--- src/rtl/riscv_pkg.sv ---
// Shared RV64 encoding constants: opcodes, op-class encoding, immediate ranges.
// Used by the instruction encoder and the immediate decoder.
package riscv_pkg;

    // Major opcodes, bits [6:0] of the instruction word
    localparam logic [6:0] OPC_RT  = 7'b0110011;
    localparam logic [6:0] OPC_LW  = 7'b0000011;
    localparam logic [6:0] OPC_SW  = 7'b0100011;
    localparam logic [6:0] OPC_BEQ = 7'b1100011;

    // Op-class encoding carried on the in_op field bundle
    typedef enum logic [1:0] {
        OP_RT  = 2'd0,
        OP_LW  = 2'd1,
        OP_SW  = 2'd2,
        OP_BEQ = 2'd3
    } op_e;

    // Legal immediate ranges: 12-bit I/S and 13-bit even B offsets
    localparam longint IMM12_MIN = -64'sd2048;
    localparam longint IMM12_MAX = 64'sd2047;
    localparam longint IMM13_MIN = -64'sd4096;
    localparam longint IMM13_MAX = 64'sd4094;

    function automatic logic [6:0] opcode_of(op_e op);
        logic [6:0] opc;
        unique case (op)
            OP_RT:   opc = OPC_RT;
            OP_LW:   opc = OPC_LW;
            OP_SW:   opc = OPC_SW;
            default: opc = OPC_BEQ;
        endcase
        return opc;
    endfunction

endpackage

--- src/rtl/enc_fifo2.sv ---
// Two-entry valid/ready FIFO holding encoded {instr, addr} words.
// Ports: push_* (producer side), pop_* (consumer side). push_ready_o is
// derived from registered occupancy only, so pop_ready_i never reaches it.
module enc_fifo2 #(
    parameter int W = 96
) (
    input  logic         clk,
    input  logic         rst_n,
    input  logic         push_valid_i,
    output logic         push_ready_o,
    input  logic [W-1:0] push_data_i,
    output logic         pop_valid_o,
    input  logic         pop_ready_i,
    output logic [W-1:0] pop_data_o
);

    logic [W-1:0] slot0_q;
    logic [W-1:0] slot1_q;
    logic         wr_q;
    logic         rd_q;
    logic [1:0]   cnt_q;
    logic [1:0]   cnt_d;
    logic         live_q;
    logic         push;
    logic         pop;

    // live_q keeps ready low while reset is held and for the release cycle
    assign push_ready_o = live_q & (cnt_q != 2'd2);
    assign pop_valid_o  = (cnt_q != 2'd0);
    assign pop_data_o   = rd_q ? slot1_q : slot0_q;

    assign push = push_valid_i & push_ready_o;
    assign pop  = pop_valid_o & pop_ready_i;

    always_comb begin
        cnt_d = cnt_q;
        unique case ({push, pop})
            2'b10:   cnt_d = cnt_q + 2'd1;
            2'b01:   cnt_d = cnt_q - 2'd1;
            default: cnt_d = cnt_q;
        endcase
    end

    always_ff @(posedge clk or negedge rst_n) begin
        if (!rst_n) begin
            slot0_q <= '0;
            slot1_q <= '0;
            wr_q    <= 1'b0;
            rd_q    <= 1'b0;
            cnt_q   <= 2'd0;
            live_q  <= 1'b0;
        end else begin
            live_q <= 1'b1;
            cnt_q  <= cnt_d;
            if (push) begin
                if (wr_q) begin
                    slot1_q <= push_data_i;
                end else begin
                    slot0_q <= push_data_i;
                end
                wr_q <= ~wr_q;
            end
            if (pop) begin
                rd_q <= ~rd_q;
            end
        end
    end

endmodule

--- src/rtl/instr_encoder.sv ---
// Streaming RV64 encoder: packs decoded fields into R/LW/SW/BEQ words,
// tags each with a byte address and buffers it in a 2-entry FIFO.
// Ports: base_load/base_addr (address counter load), in_* (field bundle,
// valid/ready), out_* (word + address, valid/ready), err/err_count.
// Macro ENC_RANGE_CHECK_EN enables immediate range checking; without it
// err and err_count are tied to 0 and immediates are silently truncated.
module instr_encoder
    import riscv_pkg::*;
#(
    parameter int INSTRSIZE = 32,
    parameter int IMMSIZE   = 64,
    parameter int ADDRSIZE  = 64
) (
    input  logic                 clk,
    input  logic                 rst_n,
    input  logic                 base_load,
    input  logic [ADDRSIZE-1:0]  base_addr,
    input  logic                 in_valid,
    output logic                 in_ready,
    input  logic [1:0]           in_op,
    input  logic [4:0]           in_rd,
    input  logic [4:0]           in_rs1,
    input  logic [4:0]           in_rs2,
    input  logic [2:0]           in_funct3,
    input  logic [6:0]           in_funct7,
    input  logic [IMMSIZE-1:0]   in_imm,
    output logic                 out_valid,
    input  logic                 out_ready,
    output logic [INSTRSIZE-1:0] out_instr,
    output logic [ADDRSIZE-1:0]  out_addr,
    output logic                 err,
    output logic [7:0]           err_count
);

    localparam int FW = INSTRSIZE + ADDRSIZE;

    function automatic logic [31:0] pack(
        input op_e        op,
        input logic [4:0] rd,
        input logic [4:0] rs1,
        input logic [4:0] rs2,
        input logic [2:0] f3,
        input logic [6:0] f7,
        input logic [12:0] imm
    );
        logic [31:0] w;
        logic [6:0]  opc;
        opc = opcode_of(op);
        unique case (op)
            OP_RT:   w = {f7, rs2, rs1, f3, rd, opc};
            OP_LW:   w = {imm[11:0], rs1, f3, rd, opc};
            OP_SW:   w = {imm[11:5], rs2, rs1, f3, imm[4:0], opc};
            default: w = {imm[12], imm[10:5], rs2, rs1, f3,
                          imm[4:1], imm[11], opc};
        endcase
        return w;
    endfunction

    op_e                 op;
    logic                accept;
    logic [ADDRSIZE-1:0] base_al;
    logic [ADDRSIZE-1:0] pc_q;
    logic [ADDRSIZE-1:0] pc_d;
    logic [ADDRSIZE-1:0] entry_addr;
    logic [31:0]         word;
    logic [FW-1:0]       fifo_in;
    logic [FW-1:0]       fifo_out;
    logic                unused_bits;

    assign op     = op_e'(in_op);
    assign accept = in_valid & in_ready;

    // Word addresses are 4-byte aligned regardless of base_addr[1:0]
    assign base_al = {base_addr[ADDRSIZE-1:2], 2'b00};

    // A same-cycle load wins: the accepted word takes the new base,
    // and the counter steps past it. Without an accept the counter
    // just follows the selected value.
    assign entry_addr = base_load ? base_al : pc_q;
    assign pc_d = accept ? entry_addr + ADDRSIZE'(4) : entry_addr;

    always_ff @(posedge clk or negedge rst_n) begin
        if (!rst_n) begin
            pc_q <= '0;
        end else begin
            pc_q <= pc_d;
        end
    end

    assign word = pack(op, in_rd, in_rs1, in_rs2,
                       in_funct3, in_funct7, in_imm[12:0]);

    assign fifo_in = {INSTRSIZE'(word), entry_addr};

    enc_fifo2 #(
        .W (FW)
    ) u_fifo (
        .clk          (clk),
        .rst_n        (rst_n),
        .push_valid_i (in_valid),
        .push_ready_o (in_ready),
        .push_data_i  (fifo_in),
        .pop_valid_o  (out_valid),
        .pop_ready_i  (out_ready),
        .pop_data_o   (fifo_out)
    );

    assign out_instr = fifo_out[FW-1:ADDRSIZE];
    assign out_addr  = fifo_out[ADDRSIZE-1:0];

`ifdef ENC_RANGE_CHECK_EN
    logic signed [IMMSIZE-1:0] imm_s;
    logic                      viol;
    logic                      err_q;
    logic [7:0]                errc_q;

    assign imm_s = $signed(in_imm);

    always_comb begin
        viol = 1'b0;
        unique case (op)
            OP_LW, OP_SW: begin
                viol = (imm_s < IMMSIZE'(IMM12_MIN))
                     | (imm_s > IMMSIZE'(IMM12_MAX));
            end
            OP_BEQ: begin
                viol = (imm_s < IMMSIZE'(IMM13_MIN))
                     | (imm_s > IMMSIZE'(IMM13_MAX))
                     | in_imm[0];
            end
            default: viol = 1'b0;
        endcase
    end

    always_ff @(posedge clk or negedge rst_n) begin
        if (!rst_n) begin
            err_q  <= 1'b0;
            errc_q <= 8'd0;
        end else if (accept && viol) begin
            err_q <= 1'b1;
            if (errc_q != 8'hFF) begin
                errc_q <= errc_q + 8'd1;
            end
        end
    end

    assign err       = err_q;
    assign err_count = errc_q;
`else
    assign err       = 1'b0;
    assign err_count = 8'd0;
`endif

    // Address low bits and high immediate bits have no consumer here
    assign unused_bits = ^{base_addr[1:0], in_imm};

endmodule

--- config.mk ---
export PLATFORM = sky130hd
export DESIGN_NAME = instr_encoder
export DESIGN_NICKNAME = d
export VERILOG_FILES = /design/src/rtl/riscv_pkg.sv /design/src/rtl/enc_fifo2.sv /design/src/rtl/instr_encoder.sv
export SDC_FILE = /design/constraint.sdc
export NUM_CORES = 1
export LEC_CHECK = 0
export BUFFER_PORTS_ARGS = -buffer_cell sky130_fd_sc_hd__buf_2
export CAP_MARGIN = 20
export CORE_UTILIZATION = 40
export DETAILED_ROUTE_END_ITERATION = 7
export GPL_TIMING_DRIVEN = 0
export PLACE_DENSITY = 0.64
export SETUP_SLACK_MARGIN = 0.5
export SLEW_MARGIN = 20
export SYNTH_ARGS = -nofsm -noshare
export SYNTH_HDL_FRONTEND = slang
export SYNTH_HIERARCHICAL = 1
export SYNTH_SLANG_ARGS = --single-unit
--- constraint.sdc ---
create_clock -name clk -period 2.5 [get_ports clk]
set_input_delay 0.5 -clock clk [delete_from_list [all_inputs] [get_ports clk]]
set_output_delay 0.5 -clock clk [all_outputs]
set_load 0.03 [all_outputs]
**After elaboration in Yosys (flattened, before gate mapping)**

Cells that the tools add are included.
Widths: inputs -> output; s select.

- Register bits: 261
- Bits of input ports: 160
- Word-level logic and storage cells: 31

- Add/sub/neg operators: 3
- Eq/ne operators: 5
- Muxes and demuxes: 6
- Bitwise operators: 5
- Reduce and logical (&&, ||, !) cells: 5

Operators by type and width:

| cell | number |
|---|---|
| $mux 64 | 2 |
| $mux 96 | 1 |
| $pmux 32 s3 | 1 |
| $add 64x3->64 const B | 1 |
| $pmux 7 s3 | 1 |
| $eq 2x1->1 const B | 2 |
| $eq 2x2->1 const B | 2 |
| $pmux 2 s2 | 1 |
| $reduce_and 2->1 | 2 |
| $reduce_bool 2->1 | 2 |
| $and 1x1->1 | 3 |
| $add 2x1->2 const B | 1 |
| $logic_not 2->1 | 1 |
| $ne 2x2->1 const B | 1 |
| $not 1->1 | 2 |
| $sub 2x1->2 const B | 1 |

**Longest topological paths before layout**

- Depth in word-level cells: 5
- Depth in mapped cells: 13
- Gate-level depth less buffers: 7

**Cells and area by module**

Netlist, hierarchy kept.

By module, submodules not included:

| module | instances | cells each | area an instance (µm²) | sequential area each (µm²) |
|---|---|---|---|---|
| enc_fifo2 | 1 | 532 | 8708.4 | 4929.7 |
| instr_encoder | 1 | 495 | 4807.1 | 1601.5 |

**Worst setup path before layout**

No wires, ideal clock.

- Path type: input to register
- Start: input base_load
- End: register pc_q[52]
- Library setup time: 0.079 ns
- Arrival: 2.973 ns
- Data required time: 2.421 ns
- Setup slack: -0.553 ns
- Stages: 13
- Buffers on the path: 6
- Cells stage by stage: buf_6 buf_6 buf_2 buf_2 buf_2 mux2_2 ha_1 nand3_1 a21oi_1 nand4_4 buf_6 nor3_1 xor2_1

- Longest elaborated chain between the ends: 3

Ends and longest elaborated chain:

| what | line | source |
|---|---|---|
| start, declared | instr_encoder.sv:16 | `input logic base_load,` |
| $mux 64 | instr_encoder.sv:79 | `assign entry_addr = base_load ? base_al : pc_q;` |
| net entry_addr[2] | instr_encoder.sv:64 | `logic [ADDRSIZE-1:0] entry_addr;` |
| $add 64x3->64 | instr_encoder.sv:80 | `assign pc_d = accept ? entry_addr + ADDRSIZE'(4) : entry_addr;` |
| $mux 64 | instr_encoder.sv:80 |  |
| net pc_d[52] | instr_encoder.sv:63 | `logic [ADDRSIZE-1:0] pc_d;` |
| end signal, assigned | instr_encoder.sv:86 | `pc_q <= pc_d;` |
| end, declared | instr_encoder.sv:62 | `logic [ADDRSIZE-1:0] pc_q;` |

The timed path passes the listed nets, and every way through them passes these cells.
A chain may end at the register's enable or synchronous reset.

**Final worst setup path**

- Start: register u_fifo.rd_q
- End: output out_addr[35]

- Longest elaborated chain between the ends: 1

Ends and longest elaborated chain:

| what | line | source |
|---|---|---|
| start, declared | enc_fifo2.sv:20 | `logic rd_q;` |
| start signal, assigned | enc_fifo2.sv:64 | `rd_q <= ~rd_q;` |
| $mux 96 | enc_fifo2.sv:30 | `assign pop_data_o = rd_q ? slot1_q : slot0_q;` |
| end, declared | instr_encoder.sv:30 | `output logic [ADDRSIZE-1:0] out_addr,` |

Every way passes these cells.

==> summary.md <==
| Metric | Value |
|---|---|
| Place WS | `-0.672 ns` |
| Vias in the first global route | `around 10000` |
| Io pins | `about 270` |
| Psw | `8220 uW` |
| RSZ-0062 raised after global routing | `yes` |
| Clock Latency Late Sink | `between 0.5 and 0.6 ns` |
| Clock power frac | `18.0%` |
| CP Capture Type | `primary output` |
| CTS Sinks | `roughly 260` |
| DRC | `0` |
| Highest metal layer with signal wires | `met5` |
| Met3 wire length | `roughly 2 mm` |
| Synth Register Bits | `between 200 and 300` |
| Die height | `around 190 um` |
| Pwr dens | `between 1000 and 1500 mW/mm^2` |
| Clock-pin slew on the worst setup and hold paths | `~0.060 ns` |
| Initial DRC Count | `approximately 500` |
| Post-synth ARST share | `100%` |
| CP Capture Point | `out_addr[35]` |
| Core area | `between 0.03 and 0.04 mm^2` |
| Reg2reg end | `pc_q[54]` |
| Actual slew at the worst max-slew pin | `~0.8 ns` |
| Initial Util | `41.1%` |
| Hold Violations, Final | `0` |
| Crit-path max FO | `6` |
| Post-Synthesis Cells | `1027` |
| Synthesized area | `approximately 0.014 mm^2` |
| Fmax | `423 MHz` |
| Layout area overhead | `40.1%` |
| DRT antenna net count | `0` |
| Vias post-DR | `approximately 9700` |
| Mapped Avg Cell Area | `13.2 um^2` |
| GRT Overall Usage | `21.9%` |
| Static Leak | `0.00885 uW` |
| CTS tree | `yes` |
| Status | `finished, final reports clean` |
| Yosys top cell by area | `dfrtp_1` |
| Final Worst Setup Slack | `0.138 ns` |
| Logic pwr share | `~53%` |
| Fill cell count | `2691` |
| Main synth FF type | `dfrtp_1` |
| Most area-consuming cells after synthesis | `dfrtp_1 48%, mux2_2 26%, mux2_4 4.4%` |
| ANT cells | `0` |
| Non-filler cells, final | `between 1500 and 2000` |
| Antenna violations before repair | `1` |
| Post-synth EDFFs | `0` |
| Worst setup SP type | `flop` |
| Overflow after GRT | `0` |
| Register area share after synthesis | `about half` |
| Die Span X | `between 150 and 200 um` |
| Type of the worst setup path | `reg2out` |
| Most common cell in the netlist | `mux2_2` |
| Peak supply drop | `about 0.00082 V` |
| Reg2Reg Setup Slack | `between 0.4 and 0.5 ns` |
| Root buffer cell | `clkbuf_16` |
| Switching Share | `approximately a third` |
| Pin count of the biggest net entering global routing | `just under 100` |
| Worst Setup SP | `u_fifo/rd_q` |
| CTS Buffer Depth | `3` |
| RD Place Congestion | `0.883` |
| First-pass GRT wire length | `~57 mm` |
| Post-synth top cells | `308 x mux2_2, 261 x dfrtp_1, 41 x nand2_1` |
| Synth warnings | `6` |
| Reg-to-reg critical path startpoint | `pc_q[22]` |
| Flop pwr share | `29.3%` |
| Vias/cell | `about 5.4` |
| Worst min-delay path category | `in2reg` |
| Cts bufs inserted | `29` |
| Critical Path RT | `~2.0 ns` |
| Max-cap violations | `0` |
| Top-area cell type share of the netlist area | `48.3%` |
| Std cell rows | `66` |
| Final nets | `roughly 1500` |
| PortBufs | `~200` |
| Routed met1 length | `roughly 17 mm` |
| Internal power | `~15000 uW` |
| Min Clock Period, post-route | `~2.4 ns` |
| R2R cell count | `6` |
| Wirelength per Cell | `between 20 and 25 um` |
| Critical Path AT | `approximately 1.9 ns` |
| Period Utilization, post-route | `between 90% and 100%` |
| CTS H-tree lvls | `1` |
| Synth unique cells | `56` |
| Met2 WL | `about 19 mm` |
| Rel. slew slack | `about 45%` |
| Placed wire-length estimate | `about 26 mm` |
| Die ar. | `between 0.03 and 0.04 mm^2` |
| Placed cells | `between 1500 and 2000` |
| Share of layout cells above drive strength 1 | `about three fifths` |
| Final setup fails | `0` |
| Post-route clock skew | `0.00691 ns` |
| Routed WL | `38.4 mm` |
| DR pass1 iterations | `5` |
| Final Max Slew Viols | `0` |
flip-flops by register name, indices dropped and copies added, names as in the netlist:
name            flops
u_fifo/slot1_q     96
u_fifo/live_q       1
pc_q               64
u_fifo/rd_q         1
u_fifo/cnt_q        2
u_fifo/slot0_q     96
u_fifo/wr_q         1
layout make-up:
cell class,instances,area [um^2],area share [%]
Sequential cell,261,6530,34.5
Clock buffer,44,882,4.66
Timing Repair Buffer,283,2600,13.7
Tap cell,442,553,2.92
Clock inverter,4,45.0,0.238
Inverter,15,56.3,0.297
Buffer,62,781,4.12
Multi-Input combinational cell,704,7480,39.5
cells by family after synthesis:
logic type	Yosys count	share of synthesized area, %
other	3	0.0833
DFF	261	48.3
adders and majority gates	2	0.185
xor gates and xnor gates	65	4.21
and+or+nand+nor	207	9.35
AOI/OAI and AO/OA	46	2.62
muxes	366	31.5
buffers and inverters	77	3.76
worst min path at each step:
| stage | from | to | slack, ns | cells past startpoint |
|---|---|---|---|---|
| finish | in_funct3[1] | u_fifo/slot1_q[77] | 0.20 | 2 |
| detailed placement | u_fifo/slot1_q[55] | u_fifo/slot1_q[55] | 0.48 | 1 |
| floorplan | rst_n | pc_q[0] | 0.20 | 0 |
| global route | in_funct3[1] | u_fifo/slot1_q[77] | 0.18 | 2 |
| CTS | in_funct3[1] | u_fifo/slot1_q[77] | 0.17 | 2 |
| global placement | u_fifo/slot1_q[55] | u_fifo/slot1_q[55] | 0.47 | 1 |
what timing repair did:
action,4_1_cts,5_1_grt
cloned,5,6
hold buffers,1,0
hold endpoints to repair,75,0
endpoints found under the setup margin,149,139
setup buffers,45,21
resized for setup,287,133
pin swaps,29,29
routing by layer:
metal / track usage (%) / up-vias
li1: - / 4389
met1: 29.5 / 4994
met2: 36.5 / 299
met3: 3.48 / 61
met4: 5.61 / 2
met5: 0 / -
cells in the final DEF, fill, tap and decap left out, types with 5 or more instances in the layout:
master       n
buf_16       5
nand2_1     38
clkbuf_1     8
a22oi_1      7
buf_4       56
nand3_4      5
nand4_1     26
nor2_4       5
xor2_1      37
nor3_4       8
mux2_4     122
inv_1       15
nand3_1     30
buf_12      27
buf_8        5
buf_2      116
xnor2_1     28
nand4b_1    16
clkbuf_16   38
dfrtp_1    260
conb_1      18
clkbuf_8    10
nand3b_1    16
buf_6      122
nor2b_1      5
mux2i_1     15
nor2_1       9
mux2_2     226
nor4_4      18
power by group through the flow:
stage	sequential [uW]	clock [uW]	combinational, uW
after detailed placement	6820	0	8940
after global placement	6730	0	8800
final	6850	4210	12300
after floorplan	6540	0	6850
after global routing	7050	4480	12900
after CTS	6770	4310	11200
worst max-delay path, stage by stage (launching register included):
cell and delay, ns:
dfrtp_1 0.38, buf_8 0.15, buf_12 0.15, clkbuf_16 0.17, mux2_4 0.30, buf_6 0.14
per-stage QoR:
stage	instance area [um^2]	setup TNS [ns]	utilization (%)	total power, uW	hold WS (ns)
2_1_floorplan	14000	-0.0809	-	13400	0.204
3_5_place_dp	15600	-22.10	47.5	15800	0.480
5_1_grt	18900	0	57.6	24500	0.183
3_3_place_gp	15500	-1055.36	47.3	15500	0.469
6_report	18900	0	57.6	23400	0.195
4_1_cts	18100	0	55.0	22300	0.171
(Power assumes the default switching activity.)
